$ cat config.mk
export PLATFORM = sky130hd
export DESIGN_NAME = noc_deser_ctrl
export DESIGN_NICKNAME = d
export VERILOG_FILES = /design/src/rtl/noc_deser_ctrl.sv
export SDC_FILE = /design/constraint.sdc
export NUM_CORES = 1
export LEC_CHECK = 0
export CAP_MARGIN = 10
export CORE_MARGIN = 1.5
export CORE_UTILIZATION = 44
export DETAILED_ROUTE_END_ITERATION = 8
export PLACE_DENSITY = 0.8
export SLEW_MARGIN = 15
export SYNTH_ARGS = -nofsm -noshare
export SYNTH_HDL_FRONTEND = slang
export SYNTH_SLANG_ARGS = --single-unit
$ cat constraint.sdc
create_clock -name clk -period 2.2 [get_ports clk]
set_clock_uncertainty 0.2 [all_clocks]
set_input_delay 0.66 -clock clk [delete_from_list [all_inputs] [get_ports clk]]
set_output_delay 0.66 -clock clk [all_outputs]
set_load 0.01 [all_outputs]
$ cat src/rtl/noc_deser_ctrl.sv
`default_nettype none
// ============================================================================
//  Module   : noc_deser_ctrl
//  Purpose  : Frame sequencer for the NoC link 32-bit deserializer. Paces bit
//             sampling, realigns on start of frame, parses the header length
//             and forwards payload words through a one-entry valid/ready buffer.
//  Options  : NOC_DESER_HDR_CHECK_EN adds an 8'hA5 header magic check and the
//             sticky hdr_err output.
//  Revision : 1.0  initial release
// ============================================================================
module noc_deser_ctrl #(
  parameter int CLKS_PER_BIT = 4,
  parameter int WORDS_MAX    = 16
) (
  input  logic        clk,
  input  logic        reset,
  input  logic        sof,
  input  logic        done_word,
  input  logic [31:0] parallel_in,
  output logic        shift_en,
  output logic        deser_reset,
  output logic [31:0] word_out,
  output logic        word_valid,
  input  logic        word_ready,
  output logic        word_last,
  output logic        busy,
  output logic        len_err,
  output logic        overflow_err
`ifdef NOC_DESER_HDR_CHECK_EN
  ,
  output logic        hdr_err
`endif
);

  localparam int c_PHASE_W = (CLKS_PER_BIT > 1) ? $clog2(CLKS_PER_BIT) : 1;

  localparam logic [c_PHASE_W-1:0] c_PHASE_LAST = c_PHASE_W'(CLKS_PER_BIT - 1);
  localparam logic [c_PHASE_W-1:0] c_PHASE_MID  = c_PHASE_W'(CLKS_PER_BIT / 2);
  localparam logic [7:0]           c_WORDS_MAX  = 8'(WORDS_MAX);

  localparam logic [1:0] c_ST_IDLE    = 2'd0;
  localparam logic [1:0] c_ST_ALIGN   = 2'd1;
  localparam logic [1:0] c_ST_HEADER  = 2'd2;
  localparam logic [1:0] c_ST_PAYLOAD = 2'd3;

  logic [1:0]           r_state;
  logic [1:0]           w_next_state;
  logic [c_PHASE_W-1:0] r_phase;
  logic [7:0]           r_wcnt;
  logic [31:0]          r_word_out;
  logic                 r_word_valid;
  logic                 r_word_last;
  logic                 r_len_err;
  logic                 r_ovf_err;

  logic w_pacing;
  logic w_hdr_done;
  logic w_pay_done;
  logic w_len_zero;
  logic w_len_big;
  logic w_hdr_bad;
  logic w_hdr_accept;
  logic w_pay_last;
  logic w_buf_load;
  logic w_buf_drop;

  // A same-cycle sof aborts the frame, so it masks any done_word.
  assign w_pacing   = (r_state == c_ST_HEADER) || (r_state == c_ST_PAYLOAD);
  assign w_hdr_done = (r_state == c_ST_HEADER)  && done_word && !sof;
  assign w_pay_done = (r_state == c_ST_PAYLOAD) && done_word && !sof;
  assign w_len_zero = (parallel_in[7:0] == 8'd0);
  assign w_len_big  = (parallel_in[7:0] > c_WORDS_MAX);

`ifdef NOC_DESER_HDR_CHECK_EN
  localparam logic [7:0] c_MAGIC = 8'hA5;
  logic r_hdr_err;
  assign w_hdr_bad = (parallel_in[31:24] != c_MAGIC);
  assign hdr_err   = r_hdr_err;

  always_ff @(posedge clk) begin
    if (reset) begin
      r_hdr_err <= 1'b0;
    end else if (w_hdr_done && w_hdr_bad) begin
      r_hdr_err <= 1'b1;
    end
  end
`else
  assign w_hdr_bad = 1'b0;
`endif

  assign w_hdr_accept = w_hdr_done && !w_hdr_bad && !w_len_zero && !w_len_big;
  assign w_pay_last   = (r_wcnt == 8'd1);
  assign w_buf_load   = w_pay_done && (!r_word_valid || word_ready);
  assign w_buf_drop   = w_pay_done && r_word_valid && !word_ready;

  always_ff @(posedge clk) begin
    if (reset) begin
      r_state <= c_ST_IDLE;
    end else begin
      r_state <= w_next_state;
    end
  end

  always_comb begin
    w_next_state = r_state;
    if (sof) begin
      w_next_state = c_ST_ALIGN;
    end else begin
      case (r_state)
        c_ST_IDLE:    w_next_state = c_ST_IDLE;
        c_ST_ALIGN:   w_next_state = c_ST_HEADER;
        c_ST_HEADER: begin
          if (done_word) begin
            w_next_state = w_hdr_accept ? c_ST_PAYLOAD : c_ST_IDLE;
          end
        end
        c_ST_PAYLOAD: begin
          if (done_word && w_pay_last) begin
            w_next_state = c_ST_IDLE;
          end
        end
        default:      w_next_state = c_ST_IDLE;
      endcase
    end
  end

  always_comb begin
    busy        = (r_state != c_ST_IDLE);
    deser_reset = (r_state == c_ST_ALIGN);
    shift_en    = w_pacing && (r_phase == c_PHASE_MID);
  end

  // Phase is held at zero outside the pacing states so HEADER always starts at 0.
  always_ff @(posedge clk) begin
    if (reset || !w_pacing) begin
      r_phase <= '0;
    end else if (r_phase == c_PHASE_LAST) begin
      r_phase <= '0;
    end else begin
      r_phase <= r_phase + 1'b1;
    end
  end

  always_ff @(posedge clk) begin
    if (reset) begin
      r_wcnt <= 8'd0;
    end else if (w_hdr_accept) begin
      r_wcnt <= parallel_in[7:0];
    end else if (w_pay_done) begin
      r_wcnt <= r_wcnt - 8'd1;
    end
  end

  // Dropped words still count down so the frame boundary stays intact.
  always_ff @(posedge clk) begin
    if (reset) begin
      r_word_out   <= 32'd0;
      r_word_valid <= 1'b0;
      r_word_last  <= 1'b0;
    end else if (w_buf_load) begin
      r_word_out   <= parallel_in;
      r_word_valid <= 1'b1;
      r_word_last  <= w_pay_last;
    end else if (r_word_valid && word_ready) begin
      r_word_valid <= 1'b0;
      r_word_last  <= 1'b0;
    end
  end

  always_ff @(posedge clk) begin
    if (reset) begin
      r_len_err <= 1'b0;
      r_ovf_err <= 1'b0;
    end else begin
      if (w_hdr_done && !w_hdr_bad && w_len_big) begin
        r_len_err <= 1'b1;
      end
      if (w_buf_drop) begin
        r_ovf_err <= 1'b1;
      end
    end
  end

  assign word_out     = r_word_out;
  assign word_valid   = r_word_valid;
  assign word_last    = r_word_last;
  assign len_err      = r_len_err;
  assign overflow_err = r_ovf_err;

endmodule
`default_nettype wire

# Word level (Yosys, flattened, before mapping)

Cells that the tools add are included.
W data, S select, Z words.

Logic and storage cells: 63
Output and inout bits: 39
Flip-flop bits (word level): 48
Input bits: 37

Eq/ne operators: 10
Reduce and logical (&&, ||, !) cells: 31
$add $sub $neg: 2
Multiplexer cells: 10
Order comparisons: 1

Operators with widths:

| operator              | count |
|---|---|
| $mux W8               | 2 |
| $logic_and A1 B1 Y1   | 13 |
| $eq A2 B2 Y1 const B  | 4 |
| $eq A8 B1 Y1 const B  | 1 |
| $gt A8 B5 Y1 const B  | 1 |
| $logic_not A8 Y1      | 1 |
| $pmux W2 S4           | 1 |
| $sub A8 B1 Y8 const B | 1 |
| $logic_not A1 Y1      | 6 |
| $mux W2               | 3 |
| $reduce_bool A2 Y1    | 3 |
| $mux W1               | 4 |
| $reduce_and A2 Y1     | 2 |
| $reduce_or A2 Y1      | 2 |
| $logic_or A1 B1 Y1    | 3 |
| $ne A3 B2 Y1 const B  | 1 |
| $ne A3 B3 Y1 const B  | 1 |
| $add A2 B1 Y2 const B | 1 |
| $eq A2 B1 Y1 const B  | 1 |
| $logic_not A2 Y1      | 1 |
| $ne A2 B1 Y1 const B  | 1 |
| $ne A2 B2 Y1 const B  | 1 |

# Logic depth before layout (Yosys ltp)

Depth after elaboration: 9
Mapped depth: 6
Mapped depth without buffers: 6

# Worst setup path after synthesis

OpenSTA, ideal clock, no wires.

Path kind: input to register
Start: input parallel_in[0]
End: register r_state[0]
Path slack: 0.278 ns
Library setup time: 0.074 ns
Stages: 4
Buffers on the path: 0
Arrival: 1.647 ns
Required time: 1.926 ns
Path through: nor4_4 -> xor2_2 -> a211o_2 -> a31oi_1

Cells in the longest elaborated chain, start to end: 8
Elaborated cells on any way between the ends: 10
Those cells by class: 1 x order compare; 4 x mux; 5 x reduce/logical

RTL lines:

| item                                                                 | RTL line | text |
|---|---|---|
| from (decl)                                                          | 19       | `input logic [31:0] parallel_in,` |
| parallel branches: the longest is 3 deep, another holds $gt A8 B5 Y1 | n/a      |  |
| $logic_and A1 B1 Y1 *                                                | 91       | `assign w_hdr_accept = w_hdr_done && !w_hdr_bad && !w_len_zero && !w_len_big;` |
| $mux W2 *                                                            | 114      | `w_next_state = w_hdr_accept ? c_ST_PAYLOAD : c_ST_IDLE;` |
| $mux W2 *                                                            | 113      | `if (done_word) begin` |
| $pmux W2 S4 *                                                        | 109      | `case (r_state)` |
| $mux W1 *                                                            | 106      | `if (sof) begin` |
| to (signal assigned)                                                 | 98       | `r_state <= c_ST_IDLE;` |
| to (signal assigned)                                                 | 100      | `r_state <= w_next_state;` |
| to (decl)                                                            | 46       | `logic [1:0] r_state;` |

Mark *: on every way between the ends. The select of a mux whose other input is x is not followed.
A chain may end at the register's enable or synchronous reset.

# Worst setup path after layout

Start: input parallel_in[2]
End: register r_state[0]

Same word-level chain as after synthesis.

==> summary.log <==
[yosys] proportion of synthesized area in mux cells 0%
[cts] quantity of hold-fixing buffers added after cts 0
[place] Port Buf Inserts 75
[yosys] Top FF cell, synth sky130_fd_sc_hd__dfxtp_1
[hold_path] source of the worst hold timing path word_out[10]$_SDFFE_PP0P_
[global_route] first-pass GRT wire length 8660 µm
[worst_setup_path] slowest cell delay on critical path 0.46 ns
[yosys] total of warnings raised by yosys 0
[floorplanning] Initial Util 46.4%
[place] Detail Placement HPWL 3900 µm
[global_route] number of global-route vias before repair 1,998
[yosys] share of synthesized cell area in and, or, nand and nor gates 26.7%
[routing] detailed-route vias per instance 5.18
[layout] layout cells sized above 1 14.2%
[yosys] post-synthesis instance area 2050 µm²
[sta] max-slew violation total from the final report 0
[cts] Post-CTS Repair Setup Buffers 0
[sta] Final Hold Fails 0
[global_route] antenna violations before repair 0
[worst_setup_path] data arrival time of the critical path 2.17 ns
[hold_path] HP Class reg -> reg
[worst_setup_path] kind of critical path in -> reg
[routing] wirelength, routed 5360 µm
[sta] worst setup slack after layout 0.0529 ns
[layout] area of combinational cells with multiple inputs 1060 µm²
[place] number of placed cells counting well taps 389
[place] final RePlAce weighted congestion 0.932
[floorplanning] Placeable Area 4410 µm²
[yosys] most frequently used cell type in the post-synthesis netlist sky130_fd_sc_hd__nand2_1
[worst_setup_path] startpoint class of the critical path input pin
[yosys] post-synthesis cell count 249
[yosys] most frequent cells after synthesis 74 x sky130_fd_sc_hd__nand2_1, 48 x sky130_fd_sc_hd__dfxtp_1, 39 x sky130_fd_sc_hd__a21oi_1, 10 x sky130_fd_sc_hd__clkbuf_1, 10 x sky130_fd_sc_hd__nor2_1
[global_route] largest net degree at the start of global routing 25
[pwr] cell area power density 493 nW/µm²
[sta] setup total negative slack 0 ns
[cts] Clock transition at path regs 0.09 ns
[routing] Detail Route Antenna Nets 0
[worst_setup_path] Worst setup EP type flip-flop
[layout] count of antenna diodes in the layout 0
[cts] Clock Latency Late Sink 0.30 ns
[worst_setup_path] maximum net fanout on the critical path 6
[yosys] #FFs+latches synth 48
[routing] first-pass iteration count of the detailed router 5
[yosys] Synth Area in Compound Gates 14.5%
[floorplanning] chip height 71.2 µm
[global_route] overflow left after global routing 0
[yosys] most area-hungry cell type in the Yosys netlist sky130_fd_sc_hd__dfxtp_1
[yosys] largest cells by area after synthesis sky130_fd_sc_hd__dfxtp_1 47%, sky130_fd_sc_hd__nand2_1 14%, sky130_fd_sc_hd__a21oi_1 9.5%, sky130_fd_sc_hd__ha_1 4.9%, sky130_fd_sc_hd__nor3_1 2.0%
[yosys] post-synthesis cell type count 34
[layout] nets@finish 389
[yosys] area share of xor/xnor cells in the synthesized design 3.36%
[sta] Final setup violation count 0
[layout] storage element area 963 µm²
[yosys] Synth Area in Adders 4.89%
[yosys] async set or reset register ratio after synthesis 0%
[global_route] Overall Global Routing Usage 21.4%
[cts] # H-tree levels 2
[sta] share of the clock period used by the worst path 97.6%
[cts] CTS sink cnt 48
[worst_setup_path] CP Data Required Time 2.23 ns
[sta] Max Freq 466 MHz
[yosys] Mean Syn Cell Area 8.23 µm²
[yosys] synthesized net count 294
[sta] RSZ-0062 raised after global routing true
[worst_setup_path] library cell contributing the largest single delay on the critical path sky130_fd_sc_hd__clkdlybuf4s50_1
[run] total of max-cap violations 0
[pwr] LEAKAGE 0.00111 µW
[place] dpl ws -0.352 ns
[floorplanning] count of boundary I/O pins 76
[worst_setup_path] Critical Path Start parallel_in[2]
[layout] Finished Layout Cells 397
[layout] synthesis-to-finish area growth 54.1%
[routing] average detailed-routed wire length per instance 13.5 µm
[floorplanning] die extent in x 71.2 µm
[cts] CTS tree done
[worst_setup_path] RR Startpoint r_state[1]$_SDFFE_PP0P_
[yosys] fraction of the yosys area taken by sequential cells 46.9%
[routing] drt first-iter violations 89
[cts] CTS Buffer Depth 2
[floorplanning] Total Die Area 5070 µm²
[yosys] number of synthesized flops with an enable pin 0
[sta] actual transition at the worst max-transition pin 0.378 ns
[yosys] largest family of logic cells by synthesized area simple AND/OR/NAND/NOR gates
[sta] min cycle time layout 2.15 ns
[outcome] outcome finished clean
[cts] number of buffers added by the clock tree synthesis step 5
[sta] Slew Limit Headroom 74.5%
[yosys] post-synth top area share 46.9%
[floorplanning] Placement Rows 24
[cts] cell at the root of the clock tree sky130_fd_sc_hd__clkbuf_8
[routing] DRC 0
[layout] filler cell count 367
[routing] total via count after detailed routing 2,058
[pwr] worst supply voltage drop on vdd 0.000366 V
[worst_setup_path] worst-path cell chain clkdlybuf4s50_1, nor4_4, xor2_2, a211o_2, a31oi_1
[registers in the layout, summed over array words and instances, names as in the netlist]
register / count
r_phase: 2
word_last: 1
r_state: 2
overflow_err: 1
len_err: 1
word_valid: 1
r_wcnt: 8
word_out: 32
[metrics by stage]
step / area [µm²] / util (%) / hold WS [ns] / total power, µW
floorplan: 2050 / - / 0.229 / 926
global placement: 3020 / 68.4 / 0.238 / 1030
detailed placement: 3020 / 68.4 / 0.245 / 1030
CTS: 3110 / 70.5 / 0.257 / 1570
global route: 3160 / 71.5 / 0.282 / 1620
finish: 3160 / 71.5 / 0.256 / 1560
[report_power, final]
part | switching (µW) | total, µW | leakage [µW] | internal, µW
registers | 2.18 | 872 | 0.000387 | 870
clock network | 292 | 548 | 0.0000445 | 256
logic | 54.7 | 136 | 0.000680 | 81.5
total | 349 | 1560 | 0.00111 | 1210
[routing by layer]
layer	global-route usage, %	up-vias	share of wire (%)
met5	0	-	0
met1	25.9	960	44
li1	-	1032	-
met2	36.5	57	49
met3	4.36	9	5.1
met4	10.1	0	2.0
[final timing paths]
check,slack (ns),end,depth (start not counted)
setup / recovery,0.05,r_state[0]$_SDFFE_PP0P_,5
hold / removal,0.26,word_out[10]$_SDFFE_PP0P_,2
setup reg to reg,0.33,r_wcnt[4]$_SDFFE_PP0P_,6
hold reg to reg,0.26,word_out[10]$_SDFFE_PP0P_,2
[worst max-delay path, delay by kind of cell]
family	cells	cell delay, ns
AO/OA/AOI/OAI	2	0.53
buffers and inverters	1	0.46
AND/OR/NAND/NOR	1	0.31
XOR/XNOR	1	0.22
[logic make-up (layout without fill, tap and decap cells)]
family	count (synthesis)	after routing
fa+ha+maj	8	8
buf+inv	18	114
flops	48	48
compound gates	51	51
simple gates	117	117
xor+xnor	7	7
[repair_timing]
| item | in CTS | in global routing |
|---|---|---|
| pin swaps | 2 | 4 |
| setup endpoints to repair | 5 | 9 |
| resized for setup | 9 | 10 |
| endpoints found under the hold margin | 0 | 0 |
[area by class of cell]
| class | instances | share of cell area, % |
|---|---|---|
| Clock buffer | 7 | 2.73 |
| Clock inverter | 1 | 0.238 |
| Inverter | 7 | 0.832 |
| Multi-Input combinational cell | 183 | 33.6 |
| Sequential cell | 48 | 30.5 |
| Tap cell | 52 | 2.06 |
| Timing Repair Buffer | 99 | 30.0 |
[cell usage in the layout, fill, tap and decap left out, drive strengths merged]
cell type      netlist  layout
a211oi               2       2
xor2                 5       5
clkinvlp             0       1
nor4bb               1       1
nand3b               2       2
a211o                1       1
and3b                1       1
nand2               74      74
nand4                1       1
o31a                 1       1
a31oi                1       1
o221ai               1       1
nand3                5       5
dfxtp               48      48
ha                   8       8
and4bb               1       1
nor2b                4       4
o22ai                2       2
a2bb2oi              1       1
clkdlybuf4s15        0       1
o31ai                1       1
inv                  7       7
clkdlybuf4s50        0      68
nand2b               3       3
nor4                 5       5
a21oi               39      39
nor3                 8       8
nor2                10      10
buf                  1      25
clkbuf              10       7
a311oi               1       1
dlygate4sd2          0       4
xnor2                2       2
dlymetal6s2s         0       1
o41ai                1       1
nand4b               2       2
No activity file was read; power rests on OpenSTA's default activity.
